`config.mk`:
```
export PLATFORM = sky130hd
export DESIGN_NAME = pipe_hazard_regs
export DESIGN_NICKNAME = d
export VERILOG_FILES = /design/src/rtl/mips_defs.sv /design/src/rtl/instr_class.sv /design/src/rtl/pipe_hazard_regs.sv
export SDC_FILE = /design/constraint.sdc
export NUM_CORES = 1
export LEC_CHECK = 0
export BUFFER_PORTS_ARGS = -buffer_cell sky130_fd_sc_hd__buf_4
export CAP_MARGIN = 20
export CORE_MARGIN = 4
export CORE_UTILIZATION = 56
export DETAILED_ROUTE_END_ITERATION = 10
export GPL_TIMING_DRIVEN = 0
export PLACE_DENSITY_LB_ADDON = 0.2
export SYNTH_ARGS = -nofsm -noshare
export SYNTH_HDL_FRONTEND = slang
export SYNTH_HIERARCHICAL = 1
export SYNTH_SLANG_ARGS = --single-unit
```
`constraint.sdc`:
```
create_clock -name clk -period 16.67 [get_ports clk]
set_input_delay 0.8335 -clock clk [delete_from_list [all_inputs] [get_ports clk]]
set_output_delay 0.8335 -clock clk [all_outputs]
set_load 0.02 [all_outputs]
```
`src/rtl/mips_defs.sv`:
```
// Shared MIPS opcode, field and hazard-timing definitions.
// Used by the per-stage decoders and the hazard/pipeline register block.
package mips_defs;

    localparam logic [5:0] OP_SPECIAL = 6'h00;
    localparam logic [5:0] OP_ORI     = 6'h0D;
    localparam logic [5:0] OP_LUI     = 6'h0F;
    localparam logic [5:0] OP_LW      = 6'h23;
    localparam logic [5:0] OP_SW      = 6'h2B;
    localparam logic [5:0] OP_BEQ     = 6'h04;
    localparam logic [5:0] OP_JAL     = 6'h03;
    localparam logic [5:0] OP_BB      = 6'h3F;
    localparam logic [5:0] FN_JR      = 6'h08;

    localparam int OP_HI = 31;
    localparam int OP_LO = 26;
    localparam int RS_HI = 25;
    localparam int RS_LO = 21;
    localparam int RT_HI = 20;
    localparam int RT_LO = 16;
    localparam int RD_HI = 15;
    localparam int RD_LO = 11;
    localparam int FN_HI = 5;
    localparam int FN_LO = 0;

    localparam logic [4:0] REG_ZERO = 5'd0;
    localparam logic [4:0] REG_RA   = 5'd31;

    typedef logic [1:0] tuse_t;
    typedef logic [1:0] tnew_t;

    localparam logic [1:0] T0 = 2'd0;
    localparam logic [1:0] T1 = 2'd1;
    localparam logic [1:0] T2 = 2'd2;

    typedef struct packed {
        logic [4:0] rs;
        logic [4:0] rt;
        logic [4:0] dst;
        logic       use_rs;
        logic       use_rt;
        tuse_t      tuse_rs;
        tuse_t      tuse_rt;
        tnew_t      tnew_e;
        tnew_t      tnew_m;
    } iclass_t;

    // Producer in a later stage blocks the consumer in D when it writes
    // a read operand later than the consumer needs it.
    function automatic logic raw_hazard(
        input iclass_t    d,
        input logic [4:0] dst,
        input tnew_t      tnew
    );
        logic rs_hit;
        logic rt_hit;
        rs_hit = d.use_rs && (d.rs == dst) && (tnew > d.tuse_rs);
        rt_hit = d.use_rt && (d.rt == dst) && (tnew > d.tuse_rt);
        return (dst != REG_ZERO) && (rs_hit || rt_hit);
    endfunction

endpackage

```
`src/rtl/instr_class.sv`:
```
// Combinational decode of one instruction word into operand use,
// destination register and Tuse/Tnew timing.
import mips_defs::*;

module instr_class (
    input  logic [31:0] ir,
    output iclass_t     cls
);

    logic [5:0] op;
    logic [5:0] func;
    logic [4:0] rs;
    logic [4:0] rt;
    logic [4:0] rd;
    logic       unused_shamt;

    assign op   = ir[OP_HI:OP_LO];
    assign func = ir[FN_HI:FN_LO];
    assign rs   = ir[RS_HI:RS_LO];
    assign rt   = ir[RT_HI:RT_LO];
    assign rd   = ir[RD_HI:RD_LO];
    assign unused_shamt = ^ir[10:6];

    logic cal_r;
    logic cal_i;
    logic ld;
    logic st;
    logic beq;
    logic jal;
    logic jr;
    logic bb;

    assign cal_r = (op == OP_SPECIAL) && (func != 6'h00) && (func != FN_JR);
    assign jr    = (op == OP_SPECIAL) && (func == FN_JR);
    assign cal_i = (op == OP_ORI) || (op == OP_LUI);
    assign ld    = (op == OP_LW);
    assign st    = (op == OP_SW);
    assign beq   = (op == OP_BEQ);
    assign jal   = (op == OP_JAL);
    assign bb    = (op == OP_BB);

    always_comb begin
        cls    = '0;
        cls.rs = rs;
        cls.rt = rt;
        unique case (1'b1)
            cal_r: begin
                cls.dst     = rd;
                cls.use_rs  = 1'b1;
                cls.use_rt  = 1'b1;
                cls.tuse_rs = T1;
                cls.tuse_rt = T1;
                cls.tnew_e  = T1;
            end
            cal_i: begin
                cls.dst     = rt;
                cls.use_rs  = 1'b1;
                cls.tuse_rs = T1;
                cls.tnew_e  = T1;
            end
            ld: begin
                cls.dst     = rt;
                cls.use_rs  = 1'b1;
                cls.tuse_rs = T1;
                cls.tnew_e  = T2;
                cls.tnew_m  = T1;
            end
            st: begin
                cls.use_rs  = 1'b1;
                cls.use_rt  = 1'b1;
                cls.tuse_rs = T1;
                cls.tuse_rt = T2;
            end
            beq, bb: begin
                cls.use_rs  = 1'b1;
                cls.use_rt  = 1'b1;
                cls.tuse_rs = T0;
                cls.tuse_rt = T0;
            end
            jal: begin
                cls.dst = REG_RA;
            end
            jr: begin
                cls.use_rs  = 1'b1;
                cls.tuse_rs = T0;
            end
            default: begin
            end
        endcase
    end

endmodule

```
`src/rtl/pipe_hazard_regs.sv`:
```
// D/E/M/W instruction and PC+8 registers with Tuse/Tnew stall
// detection and a saturating stall-cycle counter.
import mips_defs::*;

module pipe_hazard_regs #(
    parameter int DW  = 32,
    parameter int SCW = 16
) (
    input  logic           clk,
    input  logic           reset,
    input  logic [DW-1:0]  instr_f,
    input  logic [DW-1:0]  pc_f,
    output logic [DW-1:0]  ir_d,
    output logic [DW-1:0]  ir_e,
    output logic [DW-1:0]  ir_m,
    output logic [DW-1:0]  ir_w,
    output logic [DW-1:0]  pc8_e,
    output logic [DW-1:0]  pc8_m,
    output logic [DW-1:0]  pc8_w,
    output logic           stall,
    output logic [SCW-1:0] stall_cnt
);

    logic [DW-1:0] pc8_d;
    iclass_t       cls_d;
    iclass_t       cls_e;
    iclass_t       cls_m;
    logic          unused_cls;

    instr_class u_cls_d (
        .ir  (ir_d[31:0]),
        .cls (cls_d)
    );

    instr_class u_cls_e (
        .ir  (ir_e[31:0]),
        .cls (cls_e)
    );

    instr_class u_cls_m (
        .ir  (ir_m[31:0]),
        .cls (cls_m)
    );

    // W never stalls anyone: every W result is already available.
    assign stall = raw_hazard(cls_d, cls_e.dst, cls_e.tnew_e)
                || raw_hazard(cls_d, cls_m.dst, cls_m.tnew_m);

    assign unused_cls = ^{cls_d.dst, cls_d.tnew_e, cls_d.tnew_m,
                          cls_e.rs, cls_e.rt, cls_e.use_rs, cls_e.use_rt,
                          cls_e.tuse_rs, cls_e.tuse_rt, cls_e.tnew_m,
                          cls_m.rs, cls_m.rt, cls_m.use_rs, cls_m.use_rt,
                          cls_m.tuse_rs, cls_m.tuse_rt, cls_m.tnew_e};

    always_ff @(posedge clk or posedge reset) begin
        if (reset) begin
            ir_d  <= '0;
            ir_e  <= '0;
            ir_m  <= '0;
            ir_w  <= '0;
            pc8_d <= '0;
            pc8_e <= '0;
            pc8_m <= '0;
            pc8_w <= '0;
        end else begin
            if (stall) begin
                ir_e  <= '0;
                pc8_e <= '0;
            end else begin
                ir_d  <= instr_f;
                pc8_d <= pc_f + DW'(8);
                ir_e  <= ir_d;
                pc8_e <= pc8_d;
            end
            ir_m  <= ir_e;
            pc8_m <= pc8_e;
            ir_w  <= ir_m;
            pc8_w <= pc8_m;
        end
    end

    always_ff @(posedge clk or posedge reset) begin
        if (reset) begin
            stall_cnt <= '0;
        end else if (stall && (stall_cnt != {SCW{1'b1}})) begin
            stall_cnt <= stall_cnt + SCW'(1);
        end
    end

endmodule

```
# Word-level counts from Yosys, hierarchy flattened
# Index checks and enable logic that the tools add are counted.
# op_classes
n_addsub	2
order_cmp	4
eq_ne	23
mux	10
n_reduce_logical	38
# op_table
operator	count
$mux 32	2
$eq 6x4->1 const B	7
$add 32x4->32 const B	1
$eq 6x6->1 const B	5
$pmux 5 s3	2
$eq 5x5->1	4
$logic_and 1x1->1	18
$logic_not 6->1	3
$ne 6x4->1 const B	3
$reduce_bool 6->1	3
$add 16x1->16 const B	1
$ne 16x16->1 const B	1
$eq 6x2->1 const B	2
$reduce_bool 5->1	2
$gt 2x2->1	4
$pmux 2 s2	2
$reduce_or 4->1	2
$reduce_or 7->1	1
$eq 6x3->1 const B	1
$logic_or 1x1->1	6
$reduce_or 2->1	3
$mux 1	4
# totals
register_bits	272
in_bits	66
out_inout_bits	241
elab_cells	86

# Depth between registers and ports, before layout
# Gate-level depths: netlist of run 1.
# logic_depth
depth_word	11
mapped_depth	18

# Hierarchy
# The synthesis of run 1 kept the hierarchy.
# by_module_without_submodules
mod	instances	cells_per_inst	area_per_inst_um2	seq_area_each_um2
pipe_hazard_regs	1	717	9328.9	6806.5
instr_class	3	56	389.1	0.0

# Worst setup path after synthesis of run 1
# No wires, ideal clock.
# synth_path
path_type	reg-to-output
startpoint	reg ir_m[28]
endpoint	out stall
arrival_ps	2899
required_ps	15836
slack_ps	12937
stages_incl_launch_ff	13
n_path_buf	4
cell_sequence	dfrtp_1 buf_6 and3b_1 a31oi_1 nor2_1 a221o_1 or4_1 o22ai_2 and2_1 buf_6 inv_2 buf_2 buf_2
# synth_lines
item	line_no	source
start: declaration	pipe_hazard_regs.sv:15	output logic [DW-1:0] ir_m,
start signal: assignment	pipe_hazard_regs.sv:75	ir_m <= ir_e;
end: declaration	pipe_hazard_regs.sv:20	output logic stall,

==> results.py, run 1 <==
metrics = {
    "run_status": {
        "status": "finished, final reports clean",
    },
    "layout": {
        "syn_to_final_growth_pct": 35.6,
        "seq_area_mm2": 0.00681,
        "diodes": 0,
        "final_nets": 1221,
        "design_area_mm2": 0.0135,
        "multiInputGateArea_mm2": 0.00281,
        "fillCellCount": 1095,
        "drive_gt1_share_pct": 35.4,
    },
    "setup_path": {
        "worstReg2RegStart": "ir_e[28]$_DFF_PP0_",
        "worstPathMaxFanout": 10,
        "path_class": "reg2out",
        "rr_endpoint": "pc8_d[28]$_DFFE_PP0N_",
        "r2r_cells": 14,
        "critPathRequiredTime_ps": 15840,
        "crit_path_end_kind": "output port",
        "slowest_delay_ps": 550,
        "crit_chain": "buf_6, and3b_1, a31oi_1, nor2_1, a221o_1, or4_1, o22ai_2, and2_1, buf_6, inv_2, buf_2, buf_2, buf_4",
        "cp_num_cells": 13,
        "reg2reg_setup_slack_ps": 12840,
        "cpMaxStageDelayCell": "or4_1",
        "crit_buf_inv": 6,
        "path_delay_family": "compound AO/OA/AOI/OAI gates",
        "start_kind": "register",
        "cp.arrival_ps": 4250,
    },
    "place": {
        "place_area_mm2": 0.0126,
        "io_buffer_count": 306,
        "gp_congestion": 0.821,
        "post-dp-hpwl_um": 18500,
    },
    "clocking": {
        "post_cts_buffers": 0,
        "cts.sinks": 272,
        "cts_buffers": 27,
        "cts_resized": 0,
        "ctsHoldBuffers": 0,
        "cts_tree": "done",
        "h-tree-depth": 1,
        "clk_path_buf_depth": 3,
        "clk_pin_slew_worst_paths_ps": 60,
        "cts_root_buf": "clkbuf_16",
        "worstSkewPairLatency_ps": 530,
    },
    "flow_run": {
        "drv_cap": 0,
    },
    "sta": {
        "finClkSkew_ps": 20.4,
        "slew_headroom_pct": 54.6,
        "slew_violations": 0,
        "finalHoldViolations": 0,
        "post-route-period-util_pct": 30.5,
        "fin_crit_ps": 5080,
        "rsz0062_at_grt": "no",
        "fmax_mhz": 197,
        "worst_slew_pin_slew_ps": 675,
        "setup_viol": 0,
        "fin_setup_tns_ps": 0,
    },
    "worst_hold_path": {
        "hold_end": "ir_m[3]$_DFF_PP0_",
        "hold_path.class": "reg2reg",
        "min_from": "ir_e[3]$_DFF_PP0_",
        "min_path_cells": 0,
    },
    "floorplan": {
        "dieWidth_um": 142,
        "die_h_um": 142,
        "fp.coreArea_mm2": 0.0174,
        "start_util_pct": 57.5,
        "pin_count": 307,
        "die-area_mm2": 0.0200,
        "rows": 48,
    },
    "power": {
        "p_switching_uw": 355,
        "swShare_pct": 23.9,
        "power.total_mw": 1.49,
        "p_per_area_mw_per_mm2": 110,
        "p_leak_nw": 6.69,
        "irDropWorstVdd_uv": 89.0,
        "sequentialPowerShare_pct": 48.3,
        "p_clk_share_pct": 41.4,
        "internal-power_mw": 1.13,
        "combPwrFrac_pct": 10.3,
    },
    "routing": {
        "route.met3.wl_um": 1890,
        "dr.pass1.iters": 4,
        "route.detailed.drc": 0,
        "antenna_left": 0,
        "wl_met1_um": 9220,
        "wl_per_cell_um": 18.4,
        "drtIter0Drc": 465,
        "via_per_inst": 5.15,
        "dr.max_layer_used": "met4",
        "finalWirelength_um": 25500,
        "vias": 7160,
        "wl_met2_um": 13500,
    },
    "global_routing": {
        "grt_max_degree": 104,
        "track_usage_pct": 25.3,
        "grt_pass1_wl_um": 40100,
        "grt_pass1_vias": 7578,
        "grt_overflow": 0,
        "antenna_found_initial": 0,
    },
    "yosys": {
        "syn_nets": 884,
        "synth_cells": 808,
        "yosysWarnings": 6,
        "avgSynthCellArea_um2": 12.4,
        "syn_area_mm2": 0.00998,
    },
}
[final cells by class]
cell class / count / share of cell area, %
plain buffers: 51 / 2.34
repair buffers: 308 / 17.4
multi-input cells: 471 / 20.7
inverters: 14 / 0.444
well taps: 225 / 2.08
clock inverters: 9 / 0.961
flip-flops and latches: 272 / 50.3
clock buffers: 39 / 5.77
[worst max path at each step]
stage                             from                    end  slack (ps)
CTS                 ir_e[28]$_DFF_PP0_                  stall       11600
finish              ir_e[28]$_DFF_PP0_                  stall       11590
global placement                 reset  pc8_d[22]$_DFFE_PP0N_        5930
floorplan                        reset    ir_d[0]$_DFFE_PP0N_        8340
global route        ir_e[28]$_DFF_PP0_                  stall       11430
detailed placement  ir_m[28]$_DFF_PP0_                  stall       12280
[sequential cells by signal, summed over array words and instances, names as in the netlist]
register,flops
ir_d,32
ir_e,32
ir_m,32
ir_w,32
pc8_d,32
pc8_e,32
pc8_m,32
pc8_w,32
stall_cnt,16
[layout by cell type, fill, tap and decap left out, drive strengths merged, types with 16 or more instances in the layout]
master    n
nor3     16
clkbuf   56
o21ai    30
nand3    24
nand2   169
xnor2    23
inv      16
xor2     38
and3     75
buf     342
dfrtp   272
nor2     23
[metrics by stage]
step           utilization (%)  worst slack, ps  hold WS, ps  std cells
2_1_floorplan                -             8340          437        808
3_3_place_gp              72.4             5930          357       1339
3_5_place_dp              72.7            12280          361       1341
4_1_cts                   78.0            11600          371       1389
5_1_grt                   78.0            11430          380       1389
6_report                  78.0            11590          371       1389
[per-layer routing]
metal / track usage, % / up-vias
met3: 5.97 / 59
li1: - / 3348
met5: 0 / -
met1: 29.5 / 3477
met2: 45.1 / 276
met4: 10.1 / 0
[worst reg2reg max path: stages (launching register included)]
cell and delay [ps]:
dfrtp_1 410, buf_6 140, and3b_1 190, a31oi_1 210, nor2_1 160, a221o_1 470
or4_1 560, o22ai_2 540, and2_1 240, buf_6 130, inv_2 50, buf_2 200
buf_2 230, nand2_1 100, o21ai_1 60
[power by group through the flow]
stage                     Sequential (mW)  Clock, mW  Combinational (mW)
after detailed placement            0.729          0               0.154
after global placement              0.727          0               0.150
after floorplan                     0.762          0              0.0398
after CTS                           0.718      0.624               0.155
final                               0.718      0.615               0.153
after global routing                0.721      0.655               0.164
Power figures use the tool's default switching activity.
==> run 2: changes to the inputs <==
CORE_UTILIZATION = 47   (was 56)
clock period = 4.3 ns   (was 16.67 ns; I/O delays follow)
==> run 2 against run 1 <==
Compared with the run above: non-clock buffer count up 74; clock power grew to 4.0 times the previous value; via count rose by 3.8%; sequential cell count unchanged; clock skew down 3.1 ps; critical path depth down 1; highest routed layer is now met5.
==> results.py, run 2 (synthesis gave the netlist of run 1 again) <==
metrics = {
    "routing": {
        "drtIter0Drc": 306,
        "antenna_left": 0,
        "via_per_inst": 4.90,
        "route.detailed.drc": 0,
        "wl_per_cell_um": 17.3,
        "dr.pass1.iters": 4,
        "finalWirelength_um": 26200,
        "vias": 7430,
    },
    "setup_path": {
        "start_kind": "register",
        "worstReg2RegStart": "ir_e[28]$_DFF_PP0_",
        "cp.arrival_ps": 3760,
        "crit_start": "ir_m[28]$_DFF_PP0_",
        "r2r_cells": 14,
        "crit_chain": "buf_6, and3b_1, a31oi_1, nor2_2, a221o_1, or4_1, o22ai_4, and2_1, buf_6, clkinv_2, buf_4, buf_4",
        "path_class": "reg2out",
        "cpMaxStageDelayCell": "or4_1",
        "crit_path_end_kind": "output port",
        "worstPathMaxFanout": 12,
        "critPathRequiredTime_ps": 4090,
        "slowest_delay_ps": 610,
    },
    "floorplan": {
        "die-area_mm2": 0.0236,
        "pin_count": 307,
        "die_h_um": 154,
        "dieWidth_um": 154,
        "start_util_pct": 47.6,
        "fp.coreArea_mm2": 0.0210,
        "rows": 53,
    },
    "layout": {
        "final_nets": 1296,
        "drive_gt1_share_pct": 34.5,
        "multiInputGateArea_mm2": 0.00284,
        "mostFrequentLayoutCell": "buf_4",
        "syn_to_final_growth_pct": 44.6,
        "seq_area_mm2": 0.00681,
        "fillCellCount": 1569,
        "final_cell_mix": "326 x buf_4, 272 x dfrtp_1, 166 x nand2_1, 75 x and3_1, 64 x dlygate4sd3_1",
    },
    "global_routing": {
        "grt_pass1_wl_um": 41700,
        "grt_overflow": 0,
        "grt_pass1_vias": 7809,
        "track_usage_pct": 21.9,
        "antenna_found_initial": 2,
        "grt_max_degree": 46,
    },
    "worst_hold_path": {
        "min_path_cells": 4,
        "min_from": "pc_f[4]",
        "hold_path.class": "in2reg",
    },
    "power": {
        "irDropWorstVdd_uv": 335,
        "p_leak_nw": 7.00,
        "power.total_mw": 5.88,
        "p_per_area_mw_per_mm2": 408,
    },
    "sta": {
        "fmax_mhz": 252,
        "slew_violations": 0,
        "worst_slew_pin_slew_ps": 718,
        "finClkSkew_ps": 17.4,
        "slew_headroom_pct": 51.7,
        "rsz0062_at_grt": "no",
        "finalHoldViolations": 0,
        "setup_viol": 0,
        "post-route-period-util_pct": 92.4,
        "finalWorstSetupSlack_ps": 327,
        "fin_crit_ps": 3970,
    },
    "place": {
        "post-dp-hpwl_um": 18800,
        "io_buffer_count": 306,
        "gp_congestion": 0.852,
        "place_ws_ps": 503,
    },
    "clocking": {
        "clk_path_buf_depth": 3,
        "cts_tree": "done",
        "cts_root_buf": "clkbuf_16",
        "cts_buffers": 28,
        "cts.sinks": 272,
        "clk_pin_slew_worst_paths_ps": 60,
        "h-tree-depth": 1,
        "worstSkewPairLatency_ps": 540,
    },
    "run_status": {
        "status": "finished, final reports clean",
    },
    "flow_run": {
        "drv_cap": 0,
    },
}
==> run 2: changes by cell type in the layout (fill, tap and decap cells not counted), moves of 2 or more <==
cell | before | now
clkinv_2 | 3 | 6
buf_12 | 0 | 7
inv_6 | 2 | 0
clkbuf_8 | 6 | 4
buf_16 | 2 | 0
buf_2 | 13 | 11
buf_4 | 319 | 326
o22ai_4 | 0 | 2
dlygate4sd3_1 | 0 | 64
clkbuf_16 | 27 | 29
o22ai_2 | 2 | 0
clkinvlp_4 | 1 | 6
==> run 2: cell type report <==
| cell class | count | area share (%) |
|---|---|---|
| Sequential cell | 272 | 47.2 |
| Buffer | 50 | 2.18 |
| Inverter | 14 | 0.399 |
| Timing Repair Buffer | 383 | 21.6 |
| Clock inverter | 13 | 1.06 |
| Tap cell | 275 | 2.38 |
| Multi-Input combinational cell | 471 | 19.6 |
| Antenna cell | 1 | 0.0173 |
| Clock buffer | 38 | 5.54 |
==> run 2: critical path: cells and delay by family, from the launching register on <==
family / cells / cell delay [ps]
AO/OA/AOI/OAI: 3 / 890
buffers and inverters: 5 / 870
flip-flops: 1 / 400
AND/OR/NAND/NOR: 4 / 1060
==> run 2: repair_timing <==
item                                    CTS  global route
hold endpoints to repair                 80             0
setup buffers                             0             6
gates resized for setup                   3             4
endpoints found under the setup margin    1             1
pin swaps                                 0             2
hold buffers                             64             0
==> run 2: path summary, 6_finish.rpt <==
path / to / slack (ps)
setup reg to reg: pc8_d[22]$_DFFE_PP0N_ / 880
min in group asynchronous: ir_m[6]$_DFF_PP0_ / 290
hold reg to reg: ir_w[21]$_DFF_PP0_ / 370
setup / recovery: stall / 330
hold / removal: pc8_d[4]$_DFFE_PP0N_ / 30
max in group asynchronous: pc8_w[17]$_DFF_PP0_ / 3030
==> run 2: metal layers <==
layer	up-vias	part of all wire (%)	track usage [%]
met2	239	52	39.1
met5	-	0.027	0
met4	2	2.8	6.56
li1	3509	-	-
met3	53	7.8	6.25
met1	3627	38	25.7
==> run 2: where the power goes <==
| part | switching, mW | internal (mW) | total, mW |
|---|---|---|---|
| combinational | 0.353 | 0.302 | 0.655 |
| clock | 0.969 | 1.48 | 2.45 |
| sequential | 0.0877 | 2.69 | 2.78 |
==> run 2: stage by stage <==
step                      cell area (um2)  cells  util, %  setup TNS, ps  hold slack, ps
final                               14400   1517     68.9              0            33.6
after global routing                14400   1517     68.9              0            24.5
after CTS                           14400   1511     68.6              0            16.5
after detailed placement            12800   1396     60.9              0             249
after global placement              12600   1389     60.3        -232880             357
after floorplan                      9990    808        -              0             305
==> run 3: changes to the inputs <==
BUFFER_PORTS_ARGS = -buffer_cell sky130_fd_sc_hd__buf_2   (was -buffer_cell sky130_fd_sc_hd__buf_4)
==> run 3 against run 2 <==
Compared with the run above: count of clock-buffer cells in the layout decreased by 4; total power about the same; critical path type unchanged; via count decreased by 2.4%; highest routed layer unchanged.
==> results.py, run 3 (synthesis gave the netlist of run 1 again) <==
metrics = {
    "run_status": {
        "status": "finished, final reports clean",
    },
    "setup_path": {
        "reg2reg_setup_slack_ps": 860,
        "r2r_cells": 13,
        "path_class": "reg2out",
        "start_kind": "register",
        "crit_path_end_kind": "output port",
        "worstReg2RegStart": "ir_e[28]$_DFF_PP0_",
        "cp.arrival_ps": 3720,
        "critPathRequiredTime_ps": 4090,
        "cpMaxStageDelayCell": "a221o_1",
        "rr_endpoint": "ir_d[6]$_DFFE_PP0N_",
        "slowest_delay_ps": 450,
        "worstSetupEndpoint": "stall",
        "worstPathMaxFanout": 12,
        "cp_num_cells": 14,
        "path_delay_family": "simple AND/OR/NAND/NOR gates",
        "crit_buf_inv": 5,
        "crit_top_cell": "buf_6",
        "crit_chain": "buf_6, and3b_1, a31oi_1, nor2_1, a221o_1, xnor2_1, nand3_1, nor4_2, o22ai_4, and2_1, buf_6, inv_4, buf_4, buf_2",
        "crit_start": "ir_e[28]$_DFF_PP0_",
    },
    "sta": {
        "setup_viol": 0,
        "fmax_mhz": 254,
        "finalHoldViolations": 0,
        "slew_violations": 0,
        "rsz0062_at_grt": "no",
        "worst_slew_pin_slew_ps": 682,
        "post-route-period-util_pct": 91.4,
        "holdWs_ps": 19.7,
        "finClkSkew_ps": 13.5,
        "fin_crit_ps": 3930,
        "slew_headroom_pct": 54.1,
        "fin_setup_tns_ps": 0,
        "finalWorstSetupSlack_ps": 369,
    },
    "routing": {
        "route.detailed.drc": 0,
        "wl_per_cell_um": 16.5,
        "drtIter0Drc": 248,
        "via_per_inst": 4.79,
        "dr.pass1.iters": 4,
        "vias": 7250,
        "finalWirelength_um": 24900,
        "antenna_left": 0,
    },
    "power": {
        "p_per_area_mw_per_mm2": 431,
        "p_leak_nw": 6.76,
        "irDropWorstVdd_uv": 327,
        "power.total_mw": 5.89,
    },
    "floorplan": {
        "start_util_pct": 47.6,
        "dieWidth_um": 154,
        "fp.coreArea_mm2": 0.0210,
        "pin_count": 307,
        "rows": 53,
        "die_h_um": 154,
        "die-area_mm2": 0.0236,
    },
    "worst_hold_path": {
        "hold_path.class": "in2reg",
        "min_from": "pc_f[8]",
    },
    "global_routing": {
        "antenna_found_initial": 1,
        "grt_max_degree": 46,
        "track_usage_pct": 21.2,
        "grt_overflow": 0,
        "grt_pass1_wl_um": 40500,
        "grt_pass1_vias": 7711,
    },
    "layout": {
        "syn_to_final_growth_pct": 36.9,
        "diodes": 0,
        "design_area_mm2": 0.0137,
        "finalNonFillerCells": 1513,
        "mostFrequentLayoutCell": "buf_2",
        "final_nets": 1292,
        "drive_gt1_share_pct": 34.8,
        "final_cell_mix": "317 x buf_2, 272 x dfrtp_1, 166 x nand2_1, 75 x and3_1, 60 x dlygate4sd3_1",
        "fin_util_pct": 65.2,
        "fillCellCount": 1653,
    },
    "clocking": {
        "cts_tree": "done",
        "h-tree-depth": 1,
        "cts_root_buf": "clkbuf_16",
        "cts_buffers": 28,
        "cts.sinks": 272,
        "worstSkewPairLatency_ps": 530,
        "clk_path_buf_depth": 3,
        "clk_pin_slew_worst_paths_ps": 70,
    },
    "place": {
        "io_buffer_count": 306,
        "post-dp-hpwl_um": 18500,
        "place_area_mm2": 0.0120,
        "place_ws_ps": 474,
        "gp_congestion": 0.848,
        "placed_cells": 1396,
    },
    "flow_run": {
        "drv_cap": 0,
    },
}
run 3: timing repair:
action	4_1_cts	5_1_grt
buffers inserted	0	6
hold buffers	60	0
setup endpoints to repair	1	1
hold endpoints to repair	75	0
resized for setup	3	2
pin swaps	0	2
run 3: worst reg2reg max path, cell delays in order (launching register included):
cell and delay (ps):
dfrtp_1 410, buf_6 130, and3b_1 190, a31oi_1 150
nor2_1 120, a221o_1 430, or4_1 600, o22ai_4 340
and2_1 200, buf_6 140, buf_2 210, buf_2 280
nand2_1 120, nand2_1 70
run 3: how the worst min path moves through the flow:
stage                                 to  depth (start not counted)  slack (ps)
floorplan           pc8_d[3]$_DFFE_PP0N_                          1         300
global placement     pc8_w[23]$_DFF_PP0_                          0         350
detailed placement     ir_m[6]$_DFF_PP0_                          2         260
CTS                 pc8_d[8]$_DFFE_PP0N_                          3           2
global route        pc8_d[8]$_DFFE_PP0N_                          3          10
finish              pc8_d[8]$_DFFE_PP0N_                          3          20
run 3: final cells by class:
class / count / area, um2 / share of cell area (%)
clock inverter: 18 / 215 / 1.58
tap: 275 / 344 / 2.52
multi-input combinational: 471 / 2820 / 20.7
inverter: 14 / 58.8 / 0.430
clock buffer: 34 / 785 / 5.74
sequential: 272 / 6810 / 49.8
buffer: 50 / 314 / 2.30
timing repair buffer: 379 / 2320 / 17.0
run 3: routing by layer:
layer  global-route usage (%)  wire (um)  share of wire [%]
met2                     37.1      12600                 51
met5                        0          7              0.028
met3                     5.99       1830                7.3
met4                     6.56        724                2.9
met1                     25.5       9760                 39
run 3: report_power, final:
group | total, mW | leakage [nW] | internal, mW | switching [mW]
sequential | 2.77 | 3.21 | 2.69 | 0.0816
clock | 2.55 | 0.486 | 1.55 | 1.00
combinational | 0.563 | 3.07 | 0.219 | 0.344
total | 5.89 | 6.76 | 4.46 | 1.43
